===== config.mk =====
export PLATFORM = sky130hd
export DESIGN_NAME = sample_unpacker_flat
export DESIGN_NICKNAME = d
export VERILOG_FILES = /design/src/rtl/sample_unpacker_if.sv /design/src/rtl/sample_unpacker.sv /design/src/flat_wrapper.sv
export SDC_FILE = /design/constraint.sdc
export NUM_CORES = 1
export LEC_CHECK = 0
export CORE_ASPECT_RATIO = 0.6
export CORE_MARGIN = 4
export CORE_UTILIZATION = 26
export DETAILED_ROUTE_END_ITERATION = 10
export PLACE_DENSITY_LB_ADDON = 0.2
export SLEW_MARGIN = 20
export SYNTH_ARGS = -nofsm -noshare
export SYNTH_HDL_FRONTEND = slang
export SYNTH_SLANG_ARGS = --single-unit

===== constraint.sdc =====
create_clock -name clk -period 1.9 [get_ports clk]
set_input_delay 0.285 -clock clk [delete_from_list [all_inputs] [get_ports clk]]
set_output_delay 0.285 -clock clk [all_outputs]
set_load 0.01 [all_outputs]

===== src/rtl/sample_unpacker_if.sv =====
// Stream bundle for sample_unpacker: nibble-tagged word input and triple-sample output.
interface sample_unpacker_if #(
  parameter int unsigned DATA_WIDTH = 16
) ();
  logic [15:0]           in_data;
  logic                  in_valid;
  logic                  in_ready;
  logic [DATA_WIDTH-1:0] ch1_out;
  logic [DATA_WIDTH-1:0] ch2_out;
  logic [DATA_WIDTH-1:0] ch3_out;
  logic                  out_valid;
  logic                  out_ready;

  modport slave (
    input  in_data, in_valid, out_ready,
    output in_ready, ch1_out, ch2_out, ch3_out, out_valid
  );

  modport master (
    output in_data, in_valid, out_ready,
    input  in_ready, ch1_out, ch2_out, ch3_out, out_valid
  );
endinterface


===== src/rtl/sample_unpacker.sv =====
// Reassembles four marker-tagged BRAM words into one three-channel sample triplet.
// Optional macro UNPACK_ERRCNT_EN enables the saturating marker-error counter.
module sample_unpacker #(
  parameter int unsigned DATA_WIDTH = 16
) (
  input  logic                    clk,
  input  logic                    rst,
  input  logic                    sync,
  sample_unpacker_if.slave        bus,
  output logic                    marker_err,
  output logic [15:0]             frame_count,
  output logic [7:0]              err_count
);

  typedef enum logic [0:0] {StRun, StDrop} state_e;

  state_e                state_q;
  logic [1:0]            idx_q;
  logic [11:0]           asm1_q, asm2_q, asm3_q;
  logic [DATA_WIDTH-1:0] ch1_q, ch2_q, ch3_q;
  logic                  out_valid_q;
  logic                  marker_err_q;
  logic [15:0]           frame_q;

  logic                  rdy;
  logic                  accept;
  logic                  marker_ok;
  logic                  bad_word;
  logic [15:0]           full1, full2, full3;

  // Single output register without skid: stall input whenever the output is occupied.
  assign rdy       = !out_valid_q || bus.out_ready;
  assign accept    = bus.in_valid && rdy;
  assign marker_ok = (bus.in_data[15:12] == 4'hF);
  assign bad_word  = !sync && accept && (state_q == StRun) && !marker_ok;

  // Last nibble completes the sample directly from the input word.
  assign full1 = {asm1_q, bus.in_data[11:8]};
  assign full2 = {asm2_q, bus.in_data[7:4]};
  assign full3 = {asm3_q, bus.in_data[3:0]};

  always_ff @(posedge clk or negedge rst) begin
    if (!rst) begin
      state_q      <= StRun;
      idx_q        <= 2'd0;
      asm1_q       <= '0;
      asm2_q       <= '0;
      asm3_q       <= '0;
      ch1_q        <= '0;
      ch2_q        <= '0;
      ch3_q        <= '0;
      out_valid_q  <= 1'b0;
      marker_err_q <= 1'b0;
      frame_q      <= '0;
    end else begin
      marker_err_q <= 1'b0;
      if (out_valid_q && bus.out_ready) begin
        out_valid_q <= 1'b0;
      end
      if (sync) begin
        state_q <= StRun;
        idx_q   <= 2'd0;
        asm1_q  <= '0;
        asm2_q  <= '0;
        asm3_q  <= '0;
      end else if (accept) begin
        unique case (state_q)
          StRun: begin
            if (bad_word) begin
              marker_err_q <= 1'b1;
              idx_q        <= 2'd0;
              asm1_q       <= '0;
              asm2_q       <= '0;
              asm3_q       <= '0;
              state_q      <= StDrop;
            end else if (idx_q == 2'd3) begin
              ch1_q       <= full1[DATA_WIDTH-1:0];
              ch2_q       <= full2[DATA_WIDTH-1:0];
              ch3_q       <= full3[DATA_WIDTH-1:0];
              out_valid_q <= 1'b1;
              frame_q     <= frame_q + 16'd1;
              idx_q       <= 2'd0;
            end else begin
              asm1_q <= {asm1_q[7:0], bus.in_data[11:8]};
              asm2_q <= {asm2_q[7:0], bus.in_data[7:4]};
              asm3_q <= {asm3_q[7:0], bus.in_data[3:0]};
              idx_q  <= idx_q + 2'd1;
            end
          end
          StDrop: begin
            state_q <= StDrop;
          end
          default: state_q <= StRun;
        endcase
      end
    end
  end

`ifdef UNPACK_ERRCNT_EN
  logic [7:0] err_q;

  always_ff @(posedge clk or negedge rst) begin
    if (!rst) begin
      err_q <= '0;
    end else if (bad_word && (err_q != 8'hFF)) begin
      err_q <= err_q + 8'd1;
    end
  end

  assign err_count = err_q;
`else
  assign err_count = '0;
`endif

  assign bus.in_ready  = rdy;
  assign bus.ch1_out   = ch1_q;
  assign bus.ch2_out   = ch2_q;
  assign bus.ch3_out   = ch3_q;
  assign bus.out_valid = out_valid_q;
  assign marker_err    = marker_err_q;
  assign frame_count   = frame_q;

endmodule


===== src/flat_wrapper.sv =====
// flat-port wrapper written by rule: the top's interface ports become plain ports
module sample_unpacker_flat 
#(
  parameter int unsigned DATA_WIDTH = 16
)
  (clk, rst, sync, marker_err, frame_count, err_count, bus_in_data, bus_in_valid, bus_out_ready, bus_in_ready, bus_ch1_out, bus_ch2_out, bus_ch3_out, bus_out_valid);
  sample_unpacker_if #(.DATA_WIDTH(DATA_WIDTH)) bus_i ();
  input  logic clk;
  input  logic rst;
  input  logic sync;
  output logic marker_err;
  output logic [15:0] frame_count;
  output logic [7:0] err_count;
  input wire logic [$bits(bus_i.in_data)-1:0] bus_in_data;
  input wire logic [$bits(bus_i.in_valid)-1:0] bus_in_valid;
  input wire logic [$bits(bus_i.out_ready)-1:0] bus_out_ready;
  output wire logic [$bits(bus_i.in_ready)-1:0] bus_in_ready;
  output wire logic [$bits(bus_i.ch1_out)-1:0] bus_ch1_out;
  output wire logic [$bits(bus_i.ch2_out)-1:0] bus_ch2_out;
  output wire logic [$bits(bus_i.ch3_out)-1:0] bus_ch3_out;
  output wire logic [$bits(bus_i.out_valid)-1:0] bus_out_valid;
  assign bus_i.in_data = bus_in_data;
  assign bus_i.in_valid = bus_in_valid;
  assign bus_i.out_ready = bus_out_ready;
  assign bus_in_ready = bus_i.in_ready;
  assign bus_ch1_out = bus_i.ch1_out;
  assign bus_ch2_out = bus_i.ch2_out;
  assign bus_ch3_out = bus_i.ch3_out;
  assign bus_out_valid = bus_i.out_valid;
  sample_unpacker #(.DATA_WIDTH(DATA_WIDTH)) u_core (.clk(clk), .rst(rst), .sync(sync), .bus(bus_i), .marker_err(marker_err), .frame_count(frame_count), .err_count(err_count));
endmodule

# [Word level (Yosys, flattened, before mapping)]
# Index checks and enable logic that the tools add are counted.
[op_classes] addsub=2 eq_ne=4 mux=33 n_bitwise=3 reduce_logical=13
[ops] operator="12-bit two-way mux" n=15
[ops] operator="16-bit by 1-bit adder with 16-bit output, second input constant" n=1
[ops] operator="1-bit two-way mux" n=12
[ops] operator="2-bit two-way mux" n=5
[ops] operator="1-bit logical AND" n=5
[ops] operator="5-bit AND reduction" n=1
[ops] operator="4-bit equality test, second input constant" n=1
[ops] operator="1-bit logical NOT" n=3
[ops] operator="3-bit by 2-bit != test with 1-bit output, second input constant" n=1
[ops] operator="1-bit NOT" n=3
[ops] operator="3-bit AND reduction" n=1
[ops] operator="2-bit by 1-bit adder with 2-bit output, second input constant" n=1
[ops] operator="2-bit equality test, second input constant" n=1
[ops] operator="2-bit != test, second input constant" n=1
[ops] operator="1-bit case mux with 2 select lines" n=1
[ops] operator="2-bit AND reduction" n=1
[ops] operator="2-bit nonzero test" n=1
[ops] operator="1-bit logical OR" n=1
[totals] reg_bits=105 input_bits=21 output_inout_bits=75 wordCells=66

# [Depth between registers and ports, before layout]
# Gate-level depths: netlist (run 1).
[logic_depth] depth_word=10 depth_mapped=6 depth_no_buf=5

# [Least setup slack after synthesis (run 1)]
# No wires, ideal clock.
[synth_path] path_type="register to register" startpoint="register u_core.out_valid_q, in the netlist u_core.bus.out_valid" endpoint="register u_core.ch3_q[10], in the netlist u_core.bus.ch3_out[10]" setup_time_ns=0.127 t_arrival_ns=1.682 t_required_ns=1.773 slack_ns=0.090 path_stages_with_launch=7 path_buffers=2 synth_period_minus_slack_ns=1.810 path_cell_list="dfrtp_1 > nor2b_4 > or3_4 > buf_6 > nor2_4 > buf_6 > mux2_1"
[synth_via] elab_chain_len=8
[synth_rtl] item="start, declared" line_no="sample_unpacker.sv:21" text="logic out_valid_q;"
[synth_rtl] item="start signal, assigned" line_no="sample_unpacker.sv:52" text="out_valid_q <= 1'b0;"
[synth_rtl] item="start signal, assigned" line_no="sample_unpacker.sv:58" text="out_valid_q <= 1'b0;"
[synth_rtl] item="start signal, assigned" line_no="sample_unpacker.sv:80" text="out_valid_q <= 1'b1;"
[synth_rtl] item="1-bit logical NOT (*)" line_no="sample_unpacker.sv:32" text="assign rdy = !out_valid_q || bus.out_ready;"
[synth_rtl] item="1-bit logical OR (*)" line_no="sample_unpacker.sv:32"
[synth_rtl] item="1-bit logical AND (*)" line_no="sample_unpacker.sv:33" text="assign accept = bus.in_valid && rdy;"
[synth_rtl] item="1-bit logical AND (3 in series)" line_no="sample_unpacker.sv:35" text="assign bad_word = !sync && accept && (state_q == StRun) && !marker_ok;"
[synth_rtl] item="1-bit NOT (no line)"
[synth_rtl] item="5-bit AND reduction (no line) (*)"
[synth_rtl] item="end signal, assigned" line_no="sample_unpacker.sv:79" text="ch3_q <= full3[DATA_WIDTH-1:0];"
[synth_rtl] item="end, declared" line_no="sample_unpacker.sv:20" text="logic [DATA_WIDTH-1:0] ch1_q, ch2_q, ch3_q;"
# Mark *: on every way between the ends. The rest lies on a longest branch, timed or not.
# A chain may end at the register's enable or synchronous reset.

# [Final worst setup path (run 1)]
[layout_path] startpoint="input port bus_in_valid" endpoint="register u_core.ch1_q[13], in the netlist u_core.bus.ch1_out[13]"
[layout_via] elab_chain_len=6
[layout_rtl] item="start, declared" line_no="flat_wrapper.sv:15" text="input wire logic [$bits(bus_i.in_valid)-1:0] bus_in_valid;"
[layout_rtl] item="1-bit logical AND (*)" line_no="sample_unpacker.sv:33"
[layout_rtl] item="1-bit logical AND (3 in series)" line_no="sample_unpacker.sv:35"
[layout_rtl] item="1-bit NOT (no line)"
[layout_rtl] item="5-bit AND reduction (no line) (*)"
[layout_rtl] item="end signal, assigned" line_no="sample_unpacker.sv:77" text="ch1_q <= full1[DATA_WIDTH-1:0];"
[layout_rtl] item="end, declared" line_no="sample_unpacker.sv:20"
# Marks and branches as above.

==> results by group, run 1 <==
Power
  • Internal power contribution: about 3300 uW
  • Proportion of power drawn by combinational gates: approximately 4.1%
  • Switching power as a share of total power: a little under a quarter
  • Clock network power share: between 40% and 50%
  • Leakage power of the design: around 0.0026 uW
  • Proportion of power drawn by flip-flops and latches: 52.6%
  • Power per standard cell area: ~750 nW/um2
  • Switching power total: just under 1000 uW
  • Maximum vdd drop: ~0.48 mV

Routing
  • Number of optimization iterations in the first detailed-route pass: 4
  • Routed length per placed instance: between 15 and 20 um
  • Overall routed net length: slightly below 10 mm
  • Mean number of vias per cell: between 4 and 5
  • Final antenna-violating net count: 0
  • Total number of vias: 2,661
  • Post-detailed-route DRC marker count: 0
  • Number of design-rule violations left by the first detailed-router iteration: 146

Critical path
  • Slowest library cell on the worst path: sky130_fd_sc_hd__clkdlybuf4s50_1
  • Critical Path End Type: register
  • Slowest Stage Delay on Critical Path: 0.55 ns
  • Ordered cell list for the critical path: clkdlybuf4s50_1 -> nand2b_4 -> or3_4 -> nor2_4 -> buf_12 -> mux2_1
  • CP top delay family: buffers and inverters
  • Setup slack of the worst register-to-register path: 0.12 ns
  • Critical path class: primary input to register
  • Worst Path Required: roughly 2.1 ns
  • Critical Path Fanout Max: 27
  • Data arrival time of the critical path: ~2.0 ns
  • Buffers & Inverters on Critical Path: 2
  • Sort of element at the start of the critical path: primary input

Global route
  • Number of global-route vias before repair: approximately 2,800
  • Global-route wire length before repair: about 16 mm
  • Overall routing resource usage: 11.12%
  • Overflow left after global routing: 0
  • Pin count of the biggest net entering global routing: 106
  • Number of antenna violations at the first check in global routing: 0

Clocking
  • Deepest clock path buffer count: 2
  • H-Tree Depth: 3
  • Clock latency reported for the late side of the worst-skew pair: about 0.34 ns
  • Clock-pin slew of the registers on the worst-case setup and hold paths: 0.07 ns
  • Setup Buffers After CTS: 0
  • CTS tree: built
  • Library cell used as clock root buffer: sky130_fd_sc_hd__clkbuf_16
  • Num CTS Buffers: 9
  • Clk sink count: around 110

Synth
  • Yosys warns: 0
  • Library cell with the highest instance count after synthesis: sky130_fd_sc_hd__dfrtp_1
  • Number of instances in the synthesized netlist: around 280
  • Main area contributors after synthesis: sky130_fd_sc_hd__dfrtp_1 (63%), sky130_fd_sc_hd__mux2_1 (13%), sky130_fd_sc_hd__a22o_1 (7.6%), sky130_fd_sc_hd__buf_6 (2.7%), sky130_fd_sc_hd__xnor2_1 (2.5%)
  • Fraction of registers with async set/reset: 100.0%
  • Post-synth cell types: 33
  • Leading register cell type out of synthesis: sky130_fd_sc_hd__dfrtp_1
  • Number of enable-type register cells in the synthesized netlist: 0
  • Share of the synthesized area in the top cell type: between 60 and 70%
  • Number of register bits inferred by synthesis: roughly 110
  • Top cell types by occurrence after synthesis: sky130_fd_sc_hd__dfrtp_1 (105), sky130_fd_sc_hd__mux2_1 (49), sky130_fd_sc_hd__a22o_1 (36)
  • Post-Syn Area per Cell: approximately 15 um2
  • Cell type with the largest total area after synthesis: sky130_fd_sc_hd__dfrtp_1
  • Combined area of all synthesized cells: about 4200 um2
  • Post-synthesis sequential area ratio: 62.95%

Min path
  • Worst min path class: primary input to asynchronous set/reset pin

Floorplanning
  • Total Die Area: between 15,000 and 20,000 um2
  • Height of the die: around 110 um
  • Number of ports placed on the die boundary: 96
  • Row cnt: 35
  • Initial Util: roughly 27%
  • Placeable core region: ~16,000 um2
  • Die width: about 170 um

Placed design
  • Count of placed standard cells including taps: 578
  • Post-place instance area: 5359 um2
  • Routability congestion estimate: between 0.7 and 0.8
  • Number of buffers added on ports: 87
  • Half-perimeter wire length after detailed placement: roughly 6.4 mm

Status
  • Outcome: complete, but fails checks
  • Violations in the final reports: hold timing

Timing
  • Final hold violation count: 2
  • Worst slew margin relative to its limit: about 60%
  • Highest Clock Rate: between 500 and 600 MHz
  • Slew @ Worst Pin: 0.5861 ns
  • RSZ-0062 raised after global routing: false
  • Final count of pins violating max slew: 0
  • Number of setup violations in the final report: 0
  • Final clock period utilization by the worst path: between 90% and 100%
  • Shortest period the worst path allows: between 1.5 and 2 ns
  • Hold slack: -0.008680 ns
  • Final Skew: around 0.0095 ns

Cells and area
  • Filler-free cell count of the finished design: between 500 and 600
  • Layout Cell Area excl Fill: roughly 5700 um2
  • Signed area change from the synthesized netlist to the final layout: 35.52%
  • Antenna diode count: 0
  • Share of layout cells above drive strength 1: 11.25%
  • Final nets: ~400

Job
  • Reported max-cap violation count: 0
==> final timing paths <==
path,from,end,cells past startpoint
worst max register to register,u_core.bus.out_valid,u_core.bus.ch1_out[13],5
worst min-delay path,rst,u_core.bus.ch3_out[9],2
worst max-delay path,bus_in_valid,u_core.bus.ch1_out[13],6
worst min register to register,u_core.bus.ch1_out[2],u_core.bus.ch1_out[2],1
min in group clk,u_core.bus.ch1_out[2],u_core.bus.ch1_out[2],1
max in group asynchronous,rst,u_core.bus.ch2_out[11],2
==> repair_timing <==
item | 4_1_cts | 5_1_grt
resized for setup | 1 | 0
hold buffers | 0 | 0
endpoints found under the setup margin | 1 | 0
==> per-layer routing <==
layer | routed length (um) | global-route usage, %
met5 | 0 | 0
met4 | 71 | 2.544
met3 | 418 | 3.084
met2 | 4172 | 15.86
met1 | 4998 | 16.68
==> final cells by class <==
| cell class | instances | area (um2) |
|---|---|---|
| multi-input cells | 161 | 1389 |
| repair buffers | 107 | 1080 |
| clock buffers | 11 | 252.7 |
| inverters | 2 | 7.507 |
| well taps | 203 | 254.0 |
| fillers | 1484 | 9889 |
| flip-flops and latches | 105 | 2628 |
| clock inverters | 5 | 46.29 |
==> kinds of logic (layout without fill, tap and decap cells) <==
group	after synthesis	count (layout)	share of synthesized area, %
flops	105	105	62.95
simple gates	46	46	7.075
xor+xnor	15	15	3.148
fa+ha+maj	2	2	0.5994
other cells	1	8	0.08984
mux	49	49	13.22
compound gates	41	41	8.243
buf+inv	23	125	4.676
==> state kept, by name (all words and copies together) (netlist names) <==
name / flops
u_core.asm1_q: 12
u_core.asm2_q: 12
u_core.asm3_q: 12
u_core.bus.ch1_out: 16
u_core.bus.ch2_out: 16
u_core.bus.ch3_out: 16
u_core.bus.out_valid: 1
u_core.frame_count: 16
u_core.idx_q: 2
u_core.marker_err: 1
u_core.state_q: 1
==> placed cells by master, fill, tap and decap left out, drive strengths merged, types with 3 or more instances in the layout <==
| cell type | Yosys | routed |
|---|---|---|
| xor2 | 3 | 3 |
| dfrtp | 105 | 105 |
| clkdlybuf4s50 | 0 | 85 |
| inv | 2 | 5 |
| a22o | 36 | 36 |
| clkbuf | 0 | 11 |
| buf | 21 | 21 |
| xnor2 | 12 | 12 |
| conb | 1 | 8 |
| nor2 | 7 | 7 |
| nor3 | 5 | 5 |
| nand3 | 8 | 8 |
| nand2 | 3 | 3 |
| nand4 | 10 | 10 |
| mux2 | 49 | 49 |
==> power by group through the flow <==
stage / Sequential (uW) / Clock [uW] / Combinational (uW)
6_report: 2240 / 1850 / 174
5_1_grt: 2240 / 2000 / 197
4_1_cts: 2240 / 1930 / 181
3_5_place_dp: 2290 / 0 / 180
3_3_place_gp: 2290 / 0 / 180
2_1_floorplan: 2290 / 0 / 62.4
==> per-stage QoR <==
step | util [%] | setup slack, ns | setup TNS (ns) | total power (uW)
after global routing | 36.39 | 0.04516 | 0 | 4437
after floorplan | - | 0.09003 | 0 | 2348
after global placement | 34.47 | -0.2107 | -15.74 | 2465
after CTS | 36.39 | 0.1000 | 0 | 4352
final | 36.39 | 0.1035 | 0 | 4262
after detailed placement | 34.47 | -0.2619 | -18.30 | 2466
Power figures use the tool's default switching activity.
==> run 2, diff against run 1 <==
--- a/config.mk
+++ b/config.mk
@@ -10,7 +10,8 @@
 export CORE_UTILIZATION = 26
 export DETAILED_ROUTE_END_ITERATION = 10
 export PLACE_DENSITY_LB_ADDON = 0.2
-export SLEW_MARGIN = 20
+export SKIP_CTS_REPAIR_TIMING = 1
+export SLEW_MARGIN = 15
 export SYNTH_ARGS = -nofsm -noshare
 export SYNTH_HDL_FRONTEND = slang
 export SYNTH_SLANG_ARGS = --single-unit
==> run 2 against run 1 <==
The flow still finishes with violations (hold timing). First-iteration DRC count did not move. Design area about the same. Sequential power about the same. Critical path type unchanged. Critical endpoint unchanged.
==> results by group, run 2 (synthesized netlist as in run 1, its figures left out) <==
Timing
  • RSZ-0062 raised after global routing: false
  • Worst slew margin relative to its limit: roughly 61%
  • Final Skew: about 0.0095 ns
  • Final count of pins violating max slew: 0
  • Slew @ Worst Pin: around 0.6 ns
  • Shortest period the worst path allows: approximately 1.8 ns
  • Final clock period utilization by the worst path: 94.56%
  • Final hold violation count: 2
  • Hold slack: -0.008670 ns
  • Highest Clock Rate: around 560 MHz
  • Number of setup violations in the final report: 0

Cells and area
  • Share of layout cells above drive strength 1: between 10% and 20%
  • Signed area change from the synthesized netlist to the final layout: 35.61%
  • Total area of multi-input combinational cells: 1389 um2
  • Commonest cells after routing, fill and taps aside: sky130_fd_sc_hd__dfrtp_1 (105), sky130_fd_sc_hd__clkdlybuf4s50_1 (85), sky130_fd_sc_hd__mux2_1 (49)
  • Footprint of the flip-flops and latches: approximately 2600 um2
  • Antenna diode count: 0
  • Most common cell after layout, fill and taps aside: sky130_fd_sc_hd__dfrtp_1
  • Number of filler cells placed in the layout: roughly 1,500
  • Final nets: 409
  • Final core utilization: about 36%

Clocking
  • Library cell used as clock root buffer: sky130_fd_sc_hd__clkbuf_16
  • Clock latency reported for the late side of the worst-skew pair: about 0.34 ns
  • Clk sink count: 105
  • Num CTS Buffers: 9
  • Deepest clock path buffer count: 2
  • Clock-pin slew of the registers on the worst-case setup and hold paths: roughly 0.070 ns
  • CTS tree: built
  • H-Tree Depth: 3

Floorplanning
  • Placeable core region: between 15,000 and 20,000 um2
  • Initial Util: approximately 27%
  • Row cnt: 35
  • Die width: between 150 and 200 um
  • Height of the die: about 110 um
  • Number of ports placed on the die boundary: 96
  • Total Die Area: about 18,000 um2

Critical path
  • Setup slack of the worst register-to-register path: between 0.1 and 0.15 ns
  • Critical Path End Type: register
  • Data arrival time of the critical path: approximately 2 ns
  • Sort of element at the start of the critical path: primary input
  • Worst flop-to-flop path endpoint: u_core.bus.ch1_out[13]
  • Worst Path Required: approximately 2.1 ns
  • Critical Path Fanout Max: 27
  • Logic depth of the worst register-to-register path: 5
  • Launch instance of the worst register-to-register path: u_core.bus.out_valid
  • Critical path class: primary input to register

Global route
  • Pin count of the biggest net entering global routing: between 100 and 150
  • Met1 Use GR: roughly 17%
  • Overall routing resource usage: about 11%
  • Number of global-route vias before repair: 2,762
  • Most Crowded Layer GR: met1
  • Overflow left after global routing: 0
  • Global-route wire length before repair: roughly 16 mm
  • Number of antenna violations at the first check in global routing: 0
  • Met2 track demand over resource: between 10% and 20%
  • Global Route met3 Usage: about 3.1%

Job
  • Reported max-cap violation count: 0

Power
  • Maximum vdd drop: ~0.48 mV
  • Clock network power share: 43.3%
  • Internal power contribution: approximately 3300 uW
  • Switching power total: between 900 and 1000 uW
  • Proportion of power drawn by flip-flops and latches: around 53%
  • Leakage power of the design: between 0.002 and 0.003 uW
  • Power per standard cell area: approximately 750 nW/um2
  • Switching power as a share of total power: roughly 23%
  • Proportion of power drawn by combinational gates: 4.1%

Routing
  • Total number of vias: around 2,700
  • Final antenna-violating net count: 0
  • Routed length per placed instance: between 15 and 20 um
  • Number of design-rule violations left by the first detailed-router iteration: 146
  • Number of optimization iterations in the first detailed-route pass: 4
  • Overall routed net length: 9.662 mm
  • Mean number of vias per cell: ~4.5
  • Post-detailed-route DRC marker count: 0

Status
  • Violations in the final reports: hold timing
  • Outcome: complete, but fails checks

Placed design
  • Routability congestion estimate: between 0.7 and 0.8
  • Number of buffers added on ports: 87
  • Half-perimeter wire length after detailed placement: ~6.4 mm

Min path
  • Worst min path class: primary input to asynchronous set/reset pin
-- run 2: routing by layer --
metal  vias to the layer above  part of all wire, %
met4                         0                 0.73
met2                        61                   43
met3                         6                  4.3
met1                      1362                   52
met5                         -                    0
li1                       1232                    -
-- run 2: worst max-delay path, cell delays in order --
cell and delay, ns:
sky130_fd_sc_hd__clkdlybuf4s50_1 0.55, sky130_fd_sc_hd__nand2b_4 0.07, sky130_fd_sc_hd__or3_4 0.36, sky130_fd_sc_hd__nor2_4 0.19, sky130_fd_sc_hd__buf_12 0.22, sky130_fd_sc_hd__mux2_1 0.34
-- run 2: worst max-delay path by stage --
stage,start,end,depth (start not counted)
6_report,bus_in_valid,u_core.bus.ch1_out[13],6
5_1_grt,u_core.bus.out_valid,u_core.bus.ch3_out[0],5
4_1_cts,u_core.bus.out_valid,bus_in_ready,4
3_5_place_dp,bus_in_valid,u_core.bus.ch3_out[9],6
3_3_place_gp,bus_in_valid,u_core.bus.ch1_out[5],6
2_1_floorplan,u_core.bus.out_valid,u_core.bus.ch3_out[10],6
-- run 2: area by class of cell --
class | instances | area share [%]
flip-flops and latches | 105 | 46.42
multi-input cells | 161 | 24.54
repair buffers | 107 | 19.14
well taps | 203 | 4.487
clock buffers | 11 | 4.465
clock inverters | 5 | 0.8179
inverters | 2 | 0.1326
-- run 2: power by group through the flow --
stage	clock, uW	sequential [uW]	combinational [uW]
after floorplan	0	2290	62.4
after global placement	0	2290	180
after detailed placement	0	2290	180
after CTS	1930	2240	181
after global routing	2000	2240	197
final	1850	2240	174
-- run 2: stage by stage --
stage	cell area, um2	TNS [ns]	cells	total power, uW	worst slack (ns)
after floorplan	4200	0	289	2348	0.09003
after global placement	5359	-15.74	578	2465	-0.2107
after detailed placement	5359	-18.30	578	2466	-0.2619
after CTS	5658	-0.06669	594	4352	-0.06669
after global routing	5660	0	594	4437	0.04516
final	5660	0	594	4262	0.1034
==> run 3, diff against run 2 <==
--- a/config.mk
+++ b/config.mk
@@ -7,7 +7,7 @@
 export LEC_CHECK = 0
 export CORE_ASPECT_RATIO = 0.6
 export CORE_MARGIN = 4
-export CORE_UTILIZATION = 26
+export CORE_UTILIZATION = 45
 export DETAILED_ROUTE_END_ITERATION = 10
 export PLACE_DENSITY_LB_ADDON = 0.2
 export SKIP_CTS_REPAIR_TIMING = 1
==> run 3 against run 2 <==
The flow now finishes without violations. Die area decreased by 40%. Clock skew fell by 0.0052 ns. Register-to-register slack improved by 0.02 ns. Count of clock-buffer cells in the layout increased by 1. Sequential share of layout area is 0.56 points higher. Clock power rose by 9%. Worst hold slack improved by 0.46 ns. Flip-flop and latch count stayed put. Routed wire length decreased by 8.4%. First-iteration DRC count increased by 8.9%. Combinational power up 3%. Sequential power about the same. Largest cell class unchanged. Highest routed layer unchanged.
==> results by group, run 3 (synthesized netlist as in run 1, its figures left out) <==
Critical path
  • Slowest library cell on the worst path: sky130_fd_sc_hd__clkdlybuf4s50_1
  • Critical path class: primary input to register
  • Buffers & Inverters on Critical Path: 2
  • Slowest Stage Delay on Critical Path: 0.53 ns
  • Worst Path Required: about 2.1 ns
  • Sort of element at the start of the critical path: primary input
  • Launch instance of the worst register-to-register path: u_core.bus.out_valid
  • Worst Setup EP: u_core.bus.ch1_out[9]
  • Setup slack of the worst register-to-register path: between 0.1 and 0.15 ns
  • Critical Path Fanout Max: 30
  • Logic depth of the worst register-to-register path: 5
  • Logic depth of the worst setup path including buffers: 6
  • Critical Path End Type: register
  • CP top delay family: buffers and inverters
  • Ordered cell list for the critical path: clkdlybuf4s50_1 -> nand2b_4 -> or3_4 -> nor2_4 -> buf_12 -> mux2_1
  • Data arrival time of the critical path: between 2 and 2.5 ns
  • Worst flop-to-flop path endpoint: u_core.bus.ch1_out[9]
  • First element of the critical path: bus_in_valid

Clocking
  • CTS tree: built
  • Library cell used as clock root buffer: sky130_fd_sc_hd__clkbuf_16
  • Deepest clock path buffer count: 2
  • Clock latency reported for the late side of the worst-skew pair: about 0.34 ns
  • Num CTS Buffers: 9
  • Clock-pin slew of the registers on the worst-case setup and hold paths: about 0.070 ns
  • Clk sink count: approximately 110
  • H-Tree Depth: 3

Timing
  • Shortest period the worst path allows: approximately 1.8 ns
  • Worst slew margin relative to its limit: around 64%
  • RSZ-0062 raised after global routing: false
  • Final hold violation count: 0
  • Slew @ Worst Pin: 0.5354 ns
  • Number of setup violations in the final report: 0
  • Final Skew: around 0.0043 ns
  • Final count of pins violating max slew: 0
  • Hold slack: ~0.45 ns
  • Highest Clock Rate: 558.5 MHz
  • Final clock period utilization by the worst path: 94.23%

Placed design
  • Routability congestion estimate: approximately 0.85
  • Post-place instance area: 5250 um2
  • Number of buffers added on ports: 87
  • Half-perimeter wire length after detailed placement: a little over 6 mm

Cells and area
  • Signed area change from the synthesized netlist to the final layout: 33.99%
  • Layout Cell Area excl Fill: ~5600 um2
  • Most common cell after layout, fill and taps aside: sky130_fd_sc_hd__dfrtp_1
  • Antenna diode count: 0
  • Commonest cells after routing, fill and taps aside: sky130_fd_sc_hd__dfrtp_1 (105), sky130_fd_sc_hd__clkdlybuf4s50_1 (85), sky130_fd_sc_hd__mux2_1 (49)
  • Share of layout cells above drive strength 1: a little over a tenth
  • Final nets: about 400
  • Number of filler cells placed in the layout: about 640

Global route
  • Pin count of the biggest net entering global routing: 43
  • Number of antenna violations at the first check in global routing: 0
  • Overall routing resource usage: 17.03%
  • Global-route wire length before repair: around 14 mm
  • Overflow left after global routing: 0
  • Number of global-route vias before repair: between 2,000 and 3,000

Routing
  • Overall routed net length: just under 9 mm
  • Post-detailed-route DRC marker count: 0
  • Total number of vias: 2,628
  • Final antenna-violating net count: 0
  • Number of optimization iterations in the first detailed-route pass: 4
  • Mean number of vias per cell: between 5 and 6
  • Routed length per placed instance: about 18 um
  • Number of design-rule violations left by the first detailed-router iteration: roughly 160

Power
  • Power per standard cell area: between 700 and 800 nW/um2
  • Maximum vdd drop: 0.4331 mV
  • Leakage power of the design: approximately 0.0027 uW

Floorplanning
  • Initial Util: 47.70%
  • Number of ports placed on the die boundary: 96
  • Die width: approximately 130 um
  • Placeable core region: 8751 um2
  • Row cnt: 26
  • Height of the die: 82.60 um
  • Total Die Area: approximately 11,000 um2

Status
  • Outcome: complete, no violations

Min path
  • Worst min path class: primary input to asynchronous set/reset pin

Job
  • Reported max-cap violation count: 0
==> run 3: cell count changes in the layout (fill, tap and decap cells not counted) <==
cell	change
sky130_fd_sc_hd__inv_8	-2
sky130_fd_sc_hd__buf_12	+1
sky130_fd_sc_hd__bufinv_16	+2
sky130_fd_sc_hd__clkbuf_1	+1
sky130_fd_sc_hd__clkinv_2	+1
sky130_fd_sc_hd__dlygate4sd3_1	+1
sky130_fd_sc_hd__clkinvlp_4	-2
sky130_fd_sc_hd__buf_4	-2
==> run 3: through the flow <==
| step | total power, uW | worst slack (ns) | util (%) | std cells | TNS (ns) |
|---|---|---|---|---|---|
| after floorplan | 2348 | 0.09003 | - | 289 | 0 |
| after global placement | 2463 | -0.1935 | 59.99 | 486 | -13.63 |
| after detailed placement | 2465 | -0.2476 | 59.99 | 486 | -16.22 |
| after CTS | 4484 | -0.02575 | 63.77 | 502 | -0.02575 |
| after global routing | 4584 | 0.05679 | 63.91 | 503 | 0 |
| final | 4432 | 0.1096 | 63.91 | 503 | 0 |
==> run 3: area by class of cell <==
| cell class | instances | area, um2 | area share, % |
|---|---|---|---|
| inverters | 2 | 7.507 | 0.1342 |
| flip-flops and latches | 105 | 2628 | 46.98 |
| clock inverters | 4 | 73.82 | 1.320 |
| repair buffers | 107 | 1099 | 19.64 |
| clock buffers | 12 | 256.5 | 4.586 |
| well taps | 112 | 140.1 | 2.506 |
| multi-input cells | 161 | 1389 | 24.83 |
==> run 3: how the worst min path moves through the flow <==
stage	endpoint	slack (ns)
floorplan	u_core.asm1_q[0]	-0.01
global placement	u_core.bus.ch2_out[1]	0.28
detailed placement	u_core.bus.ch2_out[1]	0.29
CTS	u_core.bus.ch2_out[1]	-0.08
global route	u_core.bus.ch1_out[7]	0.50
finish	u_core.bus.ch2_out[1]	0.45
==> run 3: power by group <==
group | switching [uW] | internal, uW
registers | 3.13 | 2240
logic | 105 | 73.9
clock network | 781 | 1230
total | 889 | 3540
==> run 3: per-layer routing <==
layer	track usage [%]	up-vias	part of all wire (%)	wire, um
li1	-	1222	-	-
met1	25.43	1317	52	4587
met2	23.50	74	41	3648
met3	5.327	15	5.8	516
met4	5.498	0	1.2	103
met5	0	-	0	0
